--- config.mk ---
export PLATFORM = sky130hd
export DESIGN_NAME = uart_tx
export DESIGN_NICKNAME = d
export VERILOG_FILES = /design/src/rtl/uart_tx.sv
export SDC_FILE = /design/constraint.sdc
export NUM_CORES = 1
export LEC_CHECK = 0
export BUFFER_PORTS_ARGS = -buffer_cell sky130_fd_sc_hd__buf_2
export CAP_MARGIN = 20
export CORE_ASPECT_RATIO = 0.7
export CORE_UTILIZATION = 50
export DETAILED_ROUTE_END_ITERATION = 6
export GPL_TIMING_DRIVEN = 0
export PLACE_DENSITY = 0.78
export SLEW_MARGIN = 5
export SYNTH_ARGS = -nofsm -noshare
export SYNTH_HDL_FRONTEND = slang
export SYNTH_SLANG_ARGS = --single-unit
--- constraint.sdc ---
create_clock -name ref_clk -period 1.5 [get_ports ref_clk]
set_input_delay 0.075 -clock ref_clk [delete_from_list [all_inputs] [get_ports ref_clk]]
set_output_delay 0.075 -clock ref_clk [all_outputs]
set_load 0.02 [all_outputs]
--- src/rtl/uart_tx.sv ---
// -----------------------------------------------------------------------------
// uart_tx
//   Serial transmitter that sends one frame per accepted request. A frame is a
//   start bit, then DATA_BITS data bits LSB first, then a stop bit. The line
//   polarity is inverted for an external inverting driver: idle 0, start 1,
//   data bits complemented, stop 0.
//
//   All state runs on ref_clk. bit_clk is a slower square wave that is
//   synchronous to ref_clk; one bit_clk period is one bit time. Its rising
//   edge is detected in the ref_clk domain, so out and busy change exactly one
//   ref_clk after each bit_clk rising edge.
//
// Parameters
//   DATA_BITS  data bits per frame (width of in)
//
// Ports
//   ref_clk  in   1          system clock, all state on the rising edge
//   reset    in   1          asynchronous, active-high reset (aborts a frame)
//   bit_clk  in   1          bit-rate square wave, rising edge = bit boundary
//   send     in   1          level request, sampled only while busy=0
//   in       in   DATA_BITS  byte to send, captured on acceptance
//   busy     out  1          high from acceptance until the frame ends
//   out      out  1          serial line, inverted polarity (idle 0)
//
// Build option
//   UART_TX_PARITY_EN  when defined, an even-parity bit follows the last data
//                      bit, transmitted inverted like the data (out = ~^data).
//                      Undefined by default: frame is DATA_BITS+2 bits.
// -----------------------------------------------------------------------------
`timescale 1ns/1ps

module uart_tx #(
    parameter int DATA_BITS = 8
) (
    input  logic                 ref_clk,
    input  logic                 reset,
    input  logic                 bit_clk,
    input  logic                 send,
    input  logic [DATA_BITS-1:0] in,
    output logic                 busy,
    output logic                 out
);

`ifdef UART_TX_PARITY_EN
    localparam int FRAME_BITS = DATA_BITS + 3;
`else
    localparam int FRAME_BITS = DATA_BITS + 2;
`endif
    // Counts bits launched in the current frame, up to FRAME_BITS.
    localparam int CNT_W = $clog2(FRAME_BITS + 1);

    typedef enum logic [2:0] {
        IDLE,
        WAIT,
        DATA,
        PARITY,
        STOP
    } state_t;

    state_t               state, state_next;
    logic [CNT_W-1:0]     cnt, cnt_next;
    logic [DATA_BITS-1:0] shreg, shreg_next;
    logic                 out_next, busy_next;
    logic                 bit_clk_q;
    logic                 bit_tick;
`ifdef UART_TX_PARITY_EN
    logic                 par, par_next;
`endif

    // One-cycle pulse in the ref_clk cycle following a bit_clk rising edge.
    assign bit_tick = bit_clk & ~bit_clk_q;

    // NOTE: sequential state uses non-blocking assignments only, so every
    // register samples the values from before this edge regardless of order.
    always_ff @(posedge ref_clk or posedge reset) begin
        if (reset) begin
            // NOTE: the shift register is reset too; it is a handful of flops,
            // and a defined value keeps the datapath X-free after reset.
            state     <= IDLE;
            cnt       <= '0;
            shreg     <= '0;
            out       <= 1'b0;
            busy      <= 1'b0;
            bit_clk_q <= 1'b0;
`ifdef UART_TX_PARITY_EN
            par       <= 1'b0;
`endif
        end else begin
            state     <= state_next;
            cnt       <= cnt_next;
            shreg     <= shreg_next;
            out       <= out_next;
            busy      <= busy_next;
            bit_clk_q <= bit_clk;
`ifdef UART_TX_PARITY_EN
            par       <= par_next;
`endif
        end
    end

    always_comb begin
        // NOTE: every output of this block gets a default first, so no path
        // through the case below can leave a value unassigned (no latches).
        state_next = state;
        cnt_next   = cnt;
        shreg_next = shreg;
        out_next   = out;
        busy_next  = busy;
`ifdef UART_TX_PARITY_EN
        par_next   = par;
`endif

        case (state)
            IDLE: begin
                out_next  = 1'b0;
                busy_next = 1'b0;
                if (send) begin
                    shreg_next = in;
                    cnt_next   = '0;
                    busy_next  = 1'b1;
                    state_next = WAIT;
`ifdef UART_TX_PARITY_EN
                    par_next   = ^in;
`endif
                end
            end

            // Start bit is launched on a tick so it always spans a full bit.
            WAIT: begin
                if (bit_tick) begin
                    out_next   = 1'b1;
                    cnt_next   = CNT_W'(1);
                    state_next = DATA;
                end
            end

            // cnt holds the number of bits already launched, so the tick
            // seen with cnt == DATA_BITS launches the last data bit.
            DATA: begin
                if (bit_tick) begin
                    out_next   = ~shreg[0];
                    shreg_next = shreg >> 1;
                    cnt_next   = cnt + CNT_W'(1);
                    if (cnt == CNT_W'(DATA_BITS)) begin
`ifdef UART_TX_PARITY_EN
                        state_next = PARITY;
`else
                        state_next = STOP;
`endif
                    end
                end
            end

`ifdef UART_TX_PARITY_EN
            PARITY: begin
                if (bit_tick) begin
                    out_next   = ~par;
                    cnt_next   = cnt + CNT_W'(1);
                    state_next = STOP;
                end
            end
`endif

            // First tick launches the stop bit; the next tick ends the frame,
            // so busy only drops once the stop bit has lasted a full period.
            STOP: begin
                if (bit_tick) begin
                    out_next = 1'b0;
                    if (cnt == CNT_W'(FRAME_BITS - 1)) begin
                        cnt_next = cnt + CNT_W'(1);
                    end else begin
                        busy_next  = 1'b0;
                        state_next = IDLE;
                    end
                end
            end

            default: begin
                out_next   = 1'b0;
                busy_next  = 1'b0;
                state_next = IDLE;
            end
        endcase
    end

endmodule

* After elaboration in Yosys (flattened, before gate mapping)
Cells that the tools add are included.
** Operators by class
- Add/subtract/negate cells :: 1
- Equality and inequality tests :: 12
- Mux-type cells :: 24
- Bitwise logic cells :: 4
- Reductions and logical operators :: 9
** Operators with widths (count)
- $mux 4 :: 5
- $mux 3 :: 6
- $mux 8 :: 2
- $pmux 4 s4 :: 1
- $pmux 8 s2 :: 1
- $ne 2x2->1 const B :: 7
- $pmux 3 s4 :: 1
- $reduce_and 6->1 :: 2
- $reduce_and 3->1 :: 3
- $eq 4x4->1 const B :: 2
- $mux 1 :: 6
- $pmux 1 s3 :: 2
- $add 4x1->4 const B :: 1
- $reduce_bool 4->1 :: 1
- $eq 3x1->1 const B :: 1
- $eq 3x2->1 const B :: 1
- $eq 3x3->1 const B :: 1
- $logic_not 3->1 :: 1
- $not 1->1 :: 3
- $reduce_bool 2->1 :: 1
- $reduce_or 2->1 :: 1
- $and 1x1->1 :: 1
** Storage, ports and cells
- Bits in registers :: 18
- Input bits :: 12
- Output and inout port bits :: 2
- Logic and storage cells :: 56

* Longest topological paths before layout
- Word-level depth :: 4
- Depth in mapped cells :: 6

* Worst setup path before layout
Ideal clock, no wire load.
- Kind :: register to register
- From :: reg cnt[1]
- To :: reg cnt[2]
- Setup time :: 0.082 ns
- Arrival :: 1.374 ns
- Setup slack :: 0.044 ns
- Stages on the path, launching flop included :: 7
- Cells stage by stage :: dfrtp_1 -> inv_1 -> ha_1 -> and4b_1 -> nand2_1 -> a2111o_1 -> o22ai_1
** Between the ends
- Longest elaborated chain between the ends :: 4
- Elaborated cells between the ends (all ways) :: 8
- Those cells by class :: add/sub (1); eq/ne (2); mux (4); reduce/logical (1)
** Ends and longest elaborated chain
- start: declaration :: line 61 : logic [CNT_W-1:0] cnt, cnt_next;
- start signal: assignment :: line 90 : cnt <= cnt_next;
- $add 4x1->4 :: line 143, 170
- $mux 4 :: line 169 : if (cnt == CNT_W'(FRAME_BITS - 1)) begin
- $mux 4 :: line 167 : if (bit_tick) begin
- $pmux 4 s4 :: line 113 : case (state)
Parallel ways exist; a longest one is shown, timed or not. The select of a mux whose other input is x is not followed.
A chain may end at the register's enable or synchronous reset.

* Worst setup path in the final report
Same ends and word-level chain as after synthesis.

==> impl_metrics.ini <==
[outcome]
status = complete, but fails checks
failed_checks = setup timing

[setup_path]
worstPathMaxFanout = 2
r2r_setup_slack_ns = -0.05
start_kind = register
timing.rr.start = cnt[1]
endpoint_kind = register
arrival_ns = 1.78
ff2ff_path_depth = 6
criticalPathCategory = register to register
r2r_end = cnt[2]
worstPathRequired_ns = 1.73

[clocking]
cts_root_buf = clkbuf_4
clock_latency_ns = 0.31
cts.path.max_buffers = 2
clk_pin_slew_worst_paths_ns = 0.11
clkSinkCount = 18
cts_tree = yes
cts-buffers-inserted = 3
h-tree-depth = 1

[logic_synthesis]
synthesis.nets = 122
ys_seq_area_frac = 0.437
yosys-top-cells-count = dfrtp_1 (18), nand2_1 (12), o21ai_0 (10)
ys_types = 35
yosysWarnings = 0
synth_area_um2 = 1030
synth_flop_cell = dfrtp_1
async_reset_ff_frac = 1.00
synth_area_leaders = dfrtp_1 (44%), mux2i_1 (8.7%), o21ai_0 (4.9%), nand2_1 (4.4%), ha_1 (3.6%)
synth_edf_count = 0
yosysMostFrequentCell = dfrtp_1
yosysTopAreaCellShare = 0.437
yosysTopAreaCell = dfrtp_1
syn_area_per_cell_um2 = 9.62
ys_ff_latch = 18
postSynthCellCount = 107

[floorplan]
ios = 14
core-area_um2 = 1900
die_x_um = 56.2
die_area_um2 = 2250
fp-row-count = 13
die_h_um = 40.0
start_util = 0.541

[global_routing]
first_global_vias = 809
grt_usage = 0.238
antenna_found_initial = 0
grt_max_degree = 19
grt_pass1_wl_um = 3650
grt-ovfl-total = 0

[final_layout]
utilization = 0.676
syn_to_final_growth_pct = 24.9
num_antenna_cells = 0
final_nets = 146
drive_above_1_share = 0.285

[detailed_routing]
wl_per_cell_um = 15.3
drt-initial-drc-count = 38
ant_nets = 0
drt_pass1_iterations = 4
drt-total-wl_um = 2320
avgViaCountPerCell = 5.88
vias = 894
drcViolationCount = 0

[min_path]
hp-class = input port to register
hold_path_end = state[0]
hold_start = send
hold_path_depth = 3

[power_and_ir_drop]
peakVddDrop_mv = 1.13
leakagePower_nw = 0.558
p_total_mw = 2.09
powerDensity_nw_per_um2 = 1630

[timing]
relSlewSlack = 0.531
layout_min_cycle_time_ns = 1.55
finalHoldViolations = 0
report.final.slew_viol_count = 0
finClkSkew_ns = 0.00883
tns_ns = -0.0968
fmax_mhz = 644
setup_ws_ns = -0.0537
finalSetupViolations = 2
rsz0062_at_grt = true
worst_pin_slew_ns = 0.702
post-route-period-util = 1.04

[run]
maxCapViolations = 0

[placed_design]
hpwl_um = 1570
gp_congestion = 0.836
port_buffers = 13
place_ws_ns = -0.131
## placed cells by master, fill, tap and decap left out, types with 2 or more instances in the layout
cell type	Yosys	routed
a21oi_1	2	2
buf_4	0	4
and2b_1	2	2
inv_1	6	5
clkbuf_4	0	5
dfrtp_1	18	16
mux2i_1	9	9
nor2b_1	4	3
nand3_1	3	3
dfrtp_2	0	2
a22oi_1	2	2
ha_1	3	2
nor2_1	7	5
buf_2	4	14
dlygate4sd3_1	0	3
o22ai_1	2	2
nand2_1	12	12
nand2b_1	3	3
o21ai_0	10	10
## kinds of logic (layout without fill, tap and decap cells)
logic type               Yosys count  after routing  share of synthesized area
adder cells (fa/ha/maj)            3              3                     0.0365
XOR/XNOR                           2              2                     0.0170
AND/OR/NAND/NOR                   38             38                      0.193
buffers and inverters             11             34                     0.0522
multiplexers                       9              9                     0.0875
AO/OA/AOI/OAI                     26             26                      0.176
flip-flops                        18             18                      0.437
## per-layer routing
metal	vias up	part of all wire	track usage
met5	-	0	0
li1	426	-	-
met1	445	0.47	0.282
met2	19	0.47	0.408
met3	4	0.039	0.0710
met4	0	0.020	0.134
## how the worst max path moves through the flow
| stage | startpoint | end | slack, ns |
|---|---|---|---|
| floorplan | cnt[1] | cnt[2] | 0.04 |
| global placement | bit_clk_q | shreg[6] | -0.07 |
| detailed placement | cnt[1] | cnt[2] | -0.13 |
| CTS | cnt[1] | cnt[2] | -0.06 |
| global route | cnt[1] | cnt[2] | -0.12 |
| finish | cnt[1] | cnt[2] | -0.05 |
## stage by stage
stage                     hold WS, ns  cells  area (um2)
after floorplan                0.0136    107        1030
after global placement          0.206    142        1120
after detailed placement        0.217    142        1120
after CTS                      0.0271    151        1250
after global routing           0.0467    152        1290
final                          0.0396    152        1290
## power by group
| group | internal (mW) | total (mW) | leakage [nW] | switching [mW] |
|---|---|---|---|---|
| combinational | 0.439 | 0.960 | 0.310 | 0.522 |
| clock | 0.149 | 0.315 | 0.0210 | 0.166 |
| sequential | 0.665 | 0.817 | 0.227 | 0.152 |
| total | 1.25 | 2.09 | 0.558 | 0.840 |
## sequential cells by signal, summed over array words and instances (netlist names)
name / flops
out: 1
cnt: 4
shreg: 8
busy: 1
state: 3
bit_clk_q: 1
## area by class of cell
type / count / area [um2]
fill: 143 / 617
multi-input combinational: 78 / 591
sequential: 18 / 453
timing repair buffer: 19 / 118
buffer: 5 / 38.8
clock buffer: 4 / 36.3
tap: 22 / 27.5
inverter: 6 / 22.5
## worst max-delay path, cell delays in order, from the launching register on
cell      delay (ns)
dfrtp_1         0.40
inv_2           0.09
ha_4            0.12
and4b_1         0.23
nand2_1         0.07
a2111o_1        0.40
o22ai_1         0.17
## repair_timing
| action | CTS | global route |
|---|---|---|
| gates resized for setup | 11 | 6 |
| endpoints found under the hold margin | 20 | 0 |
| endpoints found under the setup margin | 11 | 11 |
| pin swaps | 3 | 2 |
| buffers inserted | 2 | 1 |
| hold buffers | 3 | 0 |
No activity file was read; power rests on OpenSTA's default activity.
